$ cat src/rtl/ohs_boost_step_sequencer_if.sv
// Configuration/command and step-output bundle between the AXI register block
// and the boost model step sequencer.
interface ohs_boost_step_sequencer_if #(
    parameter int unsigned PRESC_WIDTH = 16,
    parameter int unsigned PWM_WIDTH   = 16,
    parameter int unsigned STEP_WIDTH  = 32
) ();
    logic [PRESC_WIDTH-1:0] cfg_presc;
    logic [PWM_WIDTH-1:0]   cfg_pwm_period;
    logic [PWM_WIDTH-1:0]   cfg_pwm_duty;
    logic [STEP_WIDTH-1:0]  cfg_steps;
    logic                   cmd_start;
    logic                   cmd_stop;
    logic                   model_ce;
    logic                   S1_pwm;
    logic                   busy;
    logic                   done;
    logic [STEP_WIDTH-1:0]  step_count;

    modport master (
        output cfg_presc, cfg_pwm_period, cfg_pwm_duty, cfg_steps, cmd_start, cmd_stop,
        input  model_ce, S1_pwm, busy, done, step_count
    );

    modport slave (
        input  cfg_presc, cfg_pwm_period, cfg_pwm_duty, cfg_steps, cmd_start, cmd_stop,
        output model_ce, S1_pwm, busy, done, step_count
    );
endinterface

$ cat src/rtl/ohs_boost_step_sequencer.sv
// Step strobe / PWM gate sequencer for the boost level-1 model: prescaled
// model_ce, free-run or burst operation, and a step-based PWM carrier.
module ohs_boost_step_sequencer #(
    parameter int unsigned PRESC_WIDTH = 16,
    parameter int unsigned PWM_WIDTH   = 16,
    parameter int unsigned STEP_WIDTH  = 32
) (
    input  logic                         aclk,
    input  logic                         reset,
    ohs_boost_step_sequencer_if.slave    bus
);
    typedef enum logic [1:0] {
        IDLE  = 2'd0,
        RUN   = 2'd1,
        BURST = 2'd2
    } state_t;

    state_t                 state_q, state_d;
    logic [PRESC_WIDTH-1:0] p_q, pc_q;
    logic [STEP_WIDTH-1:0]  rem_q, cnt_q;
    logic [PWM_WIDTH-1:0]   per_sh_q, duty_sh_q, pwc_q;
    logic                   model_ce_q, s1_q, done_q;

    logic                   start_c, stop_c, issue_c, last_c;
    logic [PWM_WIDTH-1:0]   per_cfg_c;

    // A zero period would never wrap the carrier; clamp it to one step.
    assign per_cfg_c = (bus.cfg_pwm_period == '0) ? PWM_WIDTH'(1) : bus.cfg_pwm_period;

    always_ff @(posedge aclk or posedge reset) begin
        if (reset) state_q <= IDLE;
        else       state_q <= state_d;
    end

    // Next state and per-cycle control decisions.
    always_comb begin
        state_d = state_q;
        start_c = 1'b0;
        stop_c  = 1'b0;
        issue_c = 1'b0;
        last_c  = 1'b0;
        case (state_q)
            IDLE: begin
                if (bus.cmd_start && !bus.cmd_stop) begin
                    start_c = 1'b1;
                    state_d = (bus.cfg_steps == '0) ? RUN : BURST;
                end
            end
            RUN, BURST: begin
                if (bus.cmd_stop) begin
                    stop_c  = 1'b1;
                    state_d = IDLE;
                end else if (pc_q == p_q) begin
                    issue_c = 1'b1;
                    if (state_q == BURST && rem_q == STEP_WIDTH'(1)) begin
                        last_c  = 1'b1;
                        state_d = IDLE;
                    end
                end
            end
            default: state_d = IDLE;
        endcase
    end

    // Prescaler, step counter, burst counter and PWM carrier.
    always_ff @(posedge aclk or posedge reset) begin
        if (reset) begin
            p_q        <= '0;
            pc_q       <= '0;
            rem_q      <= '0;
            cnt_q      <= '0;
            per_sh_q   <= '0;
            duty_sh_q  <= '0;
            pwc_q      <= '0;
            model_ce_q <= 1'b0;
            s1_q       <= 1'b0;
            done_q     <= 1'b0;
        end else begin
            model_ce_q <= issue_c;
            done_q     <= last_c;
            if (start_c) begin
                p_q       <= bus.cfg_presc;
                rem_q     <= bus.cfg_steps;
                per_sh_q  <= per_cfg_c;
                duty_sh_q <= bus.cfg_pwm_duty;
                pwc_q     <= '0;
                cnt_q     <= '0;
                pc_q      <= '0;
                s1_q      <= 1'b0;
            end else if (stop_c) begin
                pc_q <= '0;
                s1_q <= 1'b0;
            end else if (issue_c) begin
                pc_q  <= '0;
                cnt_q <= cnt_q + STEP_WIDTH'(1);
                s1_q  <= (pwc_q < duty_sh_q);
                // Shadows reload only at the carrier wrap so a period is never torn.
                if (pwc_q == per_sh_q - PWM_WIDTH'(1)) begin
                    pwc_q     <= '0;
                    per_sh_q  <= per_cfg_c;
                    duty_sh_q <= bus.cfg_pwm_duty;
                end else begin
                    pwc_q <= pwc_q + PWM_WIDTH'(1);
                end
                if (state_q == BURST) rem_q <= rem_q - STEP_WIDTH'(1);
            end else if (state_q != IDLE) begin
                pc_q <= pc_q + PRESC_WIDTH'(1);
            end
        end
    end

    assign bus.model_ce   = model_ce_q;
    assign bus.S1_pwm     = s1_q;
    assign bus.done       = done_q;
    assign bus.step_count = cnt_q;
    assign bus.busy       = (state_q != IDLE) | model_ce_q;
endmodule
$ cat src/flat_wrapper.sv
// flat-port wrapper written by rule: the top's interface ports become plain ports
module ohs_boost_step_sequencer_flat 
#(
    parameter int unsigned PRESC_WIDTH = 16,
    parameter int unsigned PWM_WIDTH   = 16,
    parameter int unsigned STEP_WIDTH  = 32
)
  (aclk, reset, bus_cfg_presc, bus_cfg_pwm_period, bus_cfg_pwm_duty, bus_cfg_steps, bus_cmd_start, bus_cmd_stop, bus_model_ce, bus_S1_pwm, bus_busy, bus_done, bus_step_count);
  ohs_boost_step_sequencer_if #(.PRESC_WIDTH(PRESC_WIDTH), .PWM_WIDTH(PWM_WIDTH), .STEP_WIDTH(STEP_WIDTH)) bus_i ();
  input  logic aclk;
  input  logic reset;
  input wire logic [$bits(bus_i.cfg_presc)-1:0] bus_cfg_presc;
  input wire logic [$bits(bus_i.cfg_pwm_period)-1:0] bus_cfg_pwm_period;
  input wire logic [$bits(bus_i.cfg_pwm_duty)-1:0] bus_cfg_pwm_duty;
  input wire logic [$bits(bus_i.cfg_steps)-1:0] bus_cfg_steps;
  input wire logic [$bits(bus_i.cmd_start)-1:0] bus_cmd_start;
  input wire logic [$bits(bus_i.cmd_stop)-1:0] bus_cmd_stop;
  output wire logic [$bits(bus_i.model_ce)-1:0] bus_model_ce;
  output wire logic [$bits(bus_i.S1_pwm)-1:0] bus_S1_pwm;
  output wire logic [$bits(bus_i.busy)-1:0] bus_busy;
  output wire logic [$bits(bus_i.done)-1:0] bus_done;
  output wire logic [$bits(bus_i.step_count)-1:0] bus_step_count;
  assign bus_i.cfg_presc = bus_cfg_presc;
  assign bus_i.cfg_pwm_period = bus_cfg_pwm_period;
  assign bus_i.cfg_pwm_duty = bus_cfg_pwm_duty;
  assign bus_i.cfg_steps = bus_cfg_steps;
  assign bus_i.cmd_start = bus_cmd_start;
  assign bus_i.cmd_stop = bus_cmd_stop;
  assign bus_model_ce = bus_i.model_ce;
  assign bus_S1_pwm = bus_i.S1_pwm;
  assign bus_busy = bus_i.busy;
  assign bus_done = bus_i.done;
  assign bus_step_count = bus_i.step_count;
  ohs_boost_step_sequencer #(.PRESC_WIDTH(PRESC_WIDTH), .PWM_WIDTH(PWM_WIDTH), .STEP_WIDTH(STEP_WIDTH)) u_core (.aclk(aclk), .reset(reset), .bus(bus_i));
endmodule
$ cat config.mk
export PLATFORM = sky130hd
export DESIGN_NAME = ohs_boost_step_sequencer_flat
export DESIGN_NICKNAME = d
export VERILOG_FILES = /design/src/rtl/ohs_boost_step_sequencer_if.sv /design/src/rtl/ohs_boost_step_sequencer.sv /design/src/flat_wrapper.sv
export SDC_FILE = /design/constraint.sdc
export NUM_CORES = 1
export LEC_CHECK = 0
export CORE_AREA = 10 10 141 143
export DETAILED_ROUTE_END_ITERATION = 12
export DIE_AREA = 0 0 151 153
export GPL_TIMING_DRIVEN = 1
export PLACE_DENSITY_LB_ADDON = 0.3
export REMOVE_ABC_BUFFERS = 1
export SETUP_SLACK_MARGIN = 0.05
export SYNTH_ARGS = -nofsm -noshare
export SYNTH_HDL_FRONTEND = slang
export SYNTH_SLANG_ARGS = --single-unit
export TNS_END_PERCENT = 30
$ cat constraint.sdc
create_clock -name aclk -period 5.7 [get_ports aclk]
set_input_delay 1.425 -clock aclk [delete_from_list [all_inputs] [get_ports aclk]]
set_output_delay 1.425 -clock aclk [all_outputs]
set_load 0.005 [all_outputs]
==> flow_summary.toml, run 1 <==
[layout]
drive_above_1_share = 0.08537
final_cell_area_um2 = 10300
final_common_cell = "dfrtp_1"
fin_cells = 1209
antenna_cells = 0
layout_common_cells = "dfrtp_1, clkdlybuf4s50_1, nand2_1"
nNetsFinal = 1079
syn2layout_area_growth_pct = 23.66

[timing]
relSlewSlack = 0.2043
tightest_slew_ps = 1191
slew_violations = 0
clock_skew_ps = 8.707
setup_viol = 0
tns_ps = 0
rsz0062_at_grt = "false"
min_period_ps = 3948
fin_ws_ps = 1752
period_share = 0.6926
timing.fmax_mhz = 253.3
hold_viol = 0

[yosys]
yosys_warnings = 0
yosysTopAreaCell = "dfrtp_1"
seq_area_frac_synth = 0.4474
synth_cells = 866
ys_types = 59
synthTopCellsByArea = "dfrtp_1, xnor2_1, xor2_1"
synth-seq-cells = 149
async_flop_share = 1.000
syn_area_per_cell_um2 = 9.622
syn_area_um2 = 8333
synth_edf_count = 0
yosysTopAreaCellShare = 0.4474
synth_ff_type = "dfrtp_1"

[floorplanning]
io-pin-count = 120
fp.dieH_um = 153
chipWidth_um = 151
num_rows = 48
core_area_um2 = 17060
die-area_um2 = 23100
initial_core_util = 0.4886

[setup_path]
worstPathCellList = "clkdlybuf4s50_1 > nor2b_1 > nand2_2 > nor4_4 > nor2_4 > mux2_1"
slowest_stage = "nor4_4"
crit_path_end_kind = "flop"
max_stage_delay_ps = 770
cp.required_ps = 6000
critPathTopFamily = "simple AND/OR/NAND/NOR gates"
worst-path-max-fanout = 33
crit_buf_inv = 1
cp.arrival_ps = 4250
path_class = "primary input to flop"
cp-start-kind = "primary input"

[placed_design]
dpl_cell_area_um2 = 9692
place_inst = 1178
gp_congestion = 0.8627
dpl.hpwl_um = 14270
io_buffers = 119
pre_cts_ws_ps = 1324

[clock_network]
cts_resized = 0
ctsHoldBuffers = 0
cts.clk_slew.worst_paths_ps = 60
cts_buffer_depth = 2
cts_sinks = 149
clk_latency_ps = 420
post_cts_buffers = 0
htree_levels = 4
cts_tree = "done"
cts_root_buf = "clkbuf_16"
cts_buffers = 17

[pwr]
p_per_area_nw_per_um2 = 363.2
pwr-share-seq = 0.425
leakage_nw = 4.481
peakVddDrop_mv = 0.2213
combPwrFrac = 0.263
switchingPower_mw = 1.181
p_int_mw = 2.561
power_frac_clock = 0.312
switching_share = 0.3156
total_power_mw = 3.742

[global_route]
overflow = 0
grt_pass1_wl_um = 32690
antenna_found_initial = 0
gr-usage-all-layers = 0.1732
grt_max_degree = 97
grt_pass1_vias = 6521

[detailed_routing]
dr.first_iter.drc_count = 382
drt_wl_total_um = 19720
vias = 6578
antenna_left = 0
drc = 0
drt-pass1-iter-count = 5
wl_per_cell_um = 16.31
vias_per_cell = 5.441

[min_path]
worst_hold_path_type = "flop to flop"

[status]
status = "finished clean"

[run]
maxCapViolCount = 0
metrics by stage:
stage / util / hold WS [ps]
after CTS: 0.6042 / 499.9
after floorplan: - / 465.8
after global routing: 0.6042 / 520.3
final: 0.6042 / 498.4
after detailed placement: 0.5682 / 486.9
after global placement: 0.5682 / 479.8
cells in the mapped netlist, types with 3 or more instances:
library cell and count:
buf_2 3, and4_1 9, or3_1 12, mux2_4 20
nor3_1 38, o2111ai_1 6, a21oi_1 15, nor4_2 3
nor4_1 21, dfrtp_1 149, o21ai_1 3, nand3_1 20
nand2b_1 7, nor2_1 77, xnor2_1 67, and3_1 21
mux2_2 7, xor2_1 52, o21ai_0 38, ha_1 23
nor2b_1 3, clkbuf_1 31, mux2_1 5, buf_6 4
and2_1 6, a21o_1 4, nand2_1 112, mux2i_1 3
nand4_1 30, or4_4 4, inv_1 30, or2_2 6
nand3b_1 5
worst register-to-register path, cell delays in order (launching register included):
cell and delay [ps]:
dfrtp_1 430, inv_1 100, ha_1 220, nor3b_2 400, nand4_1 170, xnor2_1 170, or4_4 560, nor4_4 750
nor2_4 400, mux2_1 450
power groups by stage:
stage	clock network, mW	logic (mW)	registers (mW)
floorplan	0	0.764	1.53
global placement	0	0.948	1.60
detailed placement	0	0.983	1.60
CTS	1.19	0.991	1.59
global route	1.23	1.10	1.63
finish	1.17	0.982	1.59
registers in the layout, indices dropped and copies added, names as in the netlist:
| name | flops |
|---|---|
| u_core.bus.step_count | 32 |
| u_core.rem_q | 32 |
| u_core.pwc_q | 16 |
| u_core.pc_q | 16 |
| u_core.bus.model_ce | 1 |
| u_core.per_sh_q | 16 |
| u_core.bus.S1_pwm | 1 |
| u_core.bus.done | 1 |
| u_core.p_q | 16 |
| u_core.state_q | 2 |
| u_core.duty_sh_q | 16 |
metal layers:
| layer | track usage | part of all wire | wire, um | vias up |
|---|---|---|---|---|
| li1 | - | - | - | 3214 |
| met1 | 0.2286 | 0.45 | 8903 | 3163 |
| met2 | 0.2725 | 0.47 | 9301 | 182 |
| met3 | 0.04606 | 0.063 | 1241 | 19 |
| met4 | 0.04906 | 0.014 | 273 | 0 |
| met5 | 0 | 0 | 0 | - |
cell families after synthesis:
kind of cell,Yosys count,share of synthesized area
simple gates,384,0.2350
flops,149,0.4474
xor+xnor,119,0.1251
compound gates,88,0.06742
buf+inv,68,0.03468
mux,35,0.05586
fa+ha+maj,23,0.03454
path summary, 6_finish.rpt:
| kind | start | to | slack [ps] | cells after the start |
|---|---|---|---|---|
| setup / recovery | bus_cmd_stop | u_core.per_sh_q[7] | 1750 | 6 |
| hold / removal | u_core.p_q[12] | u_core.p_q[12] | 500 | 2 |
| setup reg to reg | u_core.per_sh_q[0] | u_core.per_sh_q[7] | 1940 | 9 |
| hold reg to reg | u_core.p_q[12] | u_core.p_q[12] | 500 | 2 |
| max in group asynchronous | reset | u_core.rem_q[13] | 3220 | 3 |
| min in group asynchronous | reset | u_core.bus.step_count[4] | 1580 | 2 |
cell type report:
type                       count  area, um2
timing repair buffer         125       1236
clock inverter                13      183.9
tap                          225      281.5
multi-input combinational    649       4328
clock buffer                  18      429.2
inverter                      30      117.6
fill                        1471       6751
sequential                   149       3729
Note: power is estimated with default switching activity, not from simulation.
==> run 2: changes to the inputs <==
- clock period: 5.7 -> 3.21 ns (I/O delays scaled with it)
==> run 2 against run 1 <==
Die area unchanged. Critical path depth up 4. Final cell count grew 1.7%. Flip-flop and latch count unchanged. Register-to-register slack got worse by 1800 ps. Cell area grew 2.0%. Non-clock buffer count up 19. Sequential share of layout area shrank 0.71 points. First-iteration DRC count is 14% higher. Via count increased by 1.2%.
==> flow_summary.toml, run 2 (same netlist as run 1, synthesis figures left out) <==
[global_route]
grt_pass1_wl_um = 33170
gr-usage-all-layers = 0.1756
overflow = 0
grt_pass1_vias = 6646
grt_max_degree = 83
antenna_found_initial = 0

[detailed_routing]
wirelength_met1_um = 9196
dr.max_layer_used = "met4"
drc = 0
dr.first_iter.drc_count = 437
drt-pass1-iter-count = 5
vias = 6655
wl_met3_um = 1090
wl_met2_um = 9590
antenna_left = 0
vias_per_cell = 5.415
drt_wl_total_um = 20130
wl_per_cell_um = 16.38

[layout]
utilization = 0.6163
drive_above_1_share = 0.1036
antenna_cells = 0
nFillCells = 1454
syn2layout_area_growth_pct = 26.16
nNetsFinal = 1099
final_common_cell = "dfrtp_1"
layout_common_cells = "dfrtp_1, clkdlybuf4s50_1, nand2_1"

[setup_path]
path_class = "flop to flop"
cp.required_ps = 3510
worst-path-max-fanout = 17
cp.arrival_ps = 3330
rrSetupSlack_ps = 180
cp-start-kind = "flop"
crit_path_end_kind = "flop"

[timing]
min_period_ps = 3034
tightest_slew_ps = 695.1
clock_skew_ps = 8.892
fin_hold_ws_ps = 503.0
hold_viol = 0
setup_viol = 0
slew_violations = 0
period_share = 0.9451
rsz0062_at_grt = "true"
timing.fmax_mhz = 329.6
relSlewSlack = 0.5355

[clock_network]
cts_sinks = 149
cts_buffer_depth = 2
cts_root_buf = "clkbuf_16"
cts_tree = "done"
cts_buffers = 17
clk_latency_ps = 420
htree_levels = 4
cts.clk_slew.worst_paths_ps = 60
ctsHoldBuffers = 0

[status]
status = "finished clean"

[floorplanning]
core_area_um2 = 17060
fp.dieH_um = 153
initial_core_util = 0.4886
die-area_um2 = 23100
chipWidth_um = 151
num_rows = 48
io-pin-count = 120

[pwr]
peakVddDrop_mv = 0.4483
total_power_mw = 6.818
p_per_area_nw_per_um2 = 648.6
leakage_nw = 4.598

[run]
maxCapViolCount = 0

[min_path]
worst_hold_path_type = "flop to flop"

[placed_design]
dpl.hpwl_um = 14400
io_buffers = 119
gp_congestion = 0.8416
==> run 2: cell count changes in the layout (fill, tap and decap cells not counted), moves of 2 or more <==
| cell | previous run | this run |
|---|---|---|
| buf_4 | 6 | 23 |
| clkbuf_8 | 0 | 3 |
| clkinv_4 | 3 | 0 |
| buf_12 | 0 | 2 |
==> run 2: critical path, stage by stage (launching register included) <==
cell and delay [ps]:
dfrtp_1 430, inv_1 80, ha_2 220, nor3b_4 340, and3_1 210, o2111ai_1 150, or4_4 550, nor4_4 270
buf_4 190, nor2_4 120, mux2_1 350
==> run 2: cell type report <==
class                   instances  area [um2]  area share
flip-flops and latches        149        3729      0.3547
clock inverters                 9       150.1     0.01428
clock buffers                  22       474.2     0.04511
inverters                      30       117.6     0.01119
repair buffers                144        1404      0.1335
well taps                     225       281.5     0.02678
multi-input cells             650        4357      0.4144
==> run 2: final timing paths <==
check | start | endpoint | depth (start not counted)
worst max-delay path | u_core.per_sh_q[1] | u_core.per_sh_q[7] | 10
worst min register to register | u_core.p_q[5] | u_core.p_q[5] | 2
min in group asynchronous | reset | u_core.p_q[1] | 2
worst min-delay path | u_core.p_q[5] | u_core.p_q[5] | 2
worst max register to register | u_core.per_sh_q[1] | u_core.per_sh_q[7] | 10
max in group asynchronous | reset | u_core.bus.step_count[23] | 3
==> run 2: through the flow <==
step | setup WS, ps | std cells | cell area (um2) | TNS [ps]
2_1_floorplan | -3818 | 828 | 8157 | -576340
3_3_place_gp | 50.51 | 1193 | 9829 | 0
3_5_place_dp | -42.84 | 1193 | 9829 | -215.4
4_1_cts | 50.03 | 1225 | 10470 | 0
5_1_grt | 34.41 | 1229 | 10510 | 0
6_report | 176.2 | 1229 | 10510 | 0
==> run 2: report_power, final <==
group | internal, mW | switching [mW] | total, mW | leakage, nW
clock | 1.35 | 0.753 | 2.11 | 0.302
combinational | 0.983 | 0.929 | 1.91 | 2.37
sequential | 2.35 | 0.451 | 2.80 | 1.93
==> run 2: timing repair <==
action | 4_1_cts | 5_1_grt
setup buffers | 0 | 4
gates cloned | 1 | 0
resized for setup | 3 | 1
pin swaps | 3 | 2
endpoints found under the setup margin | 32 | 33
==> run 2: layer usage <==
metal | vias to the layer above | GRT usage
met5 | - | 0
met4 | 0 | 0.05089
met3 | 20 | 0.04429
met2 | 155 | 0.2773
li1 | 3250 | -
met1 | 3230 | 0.2319
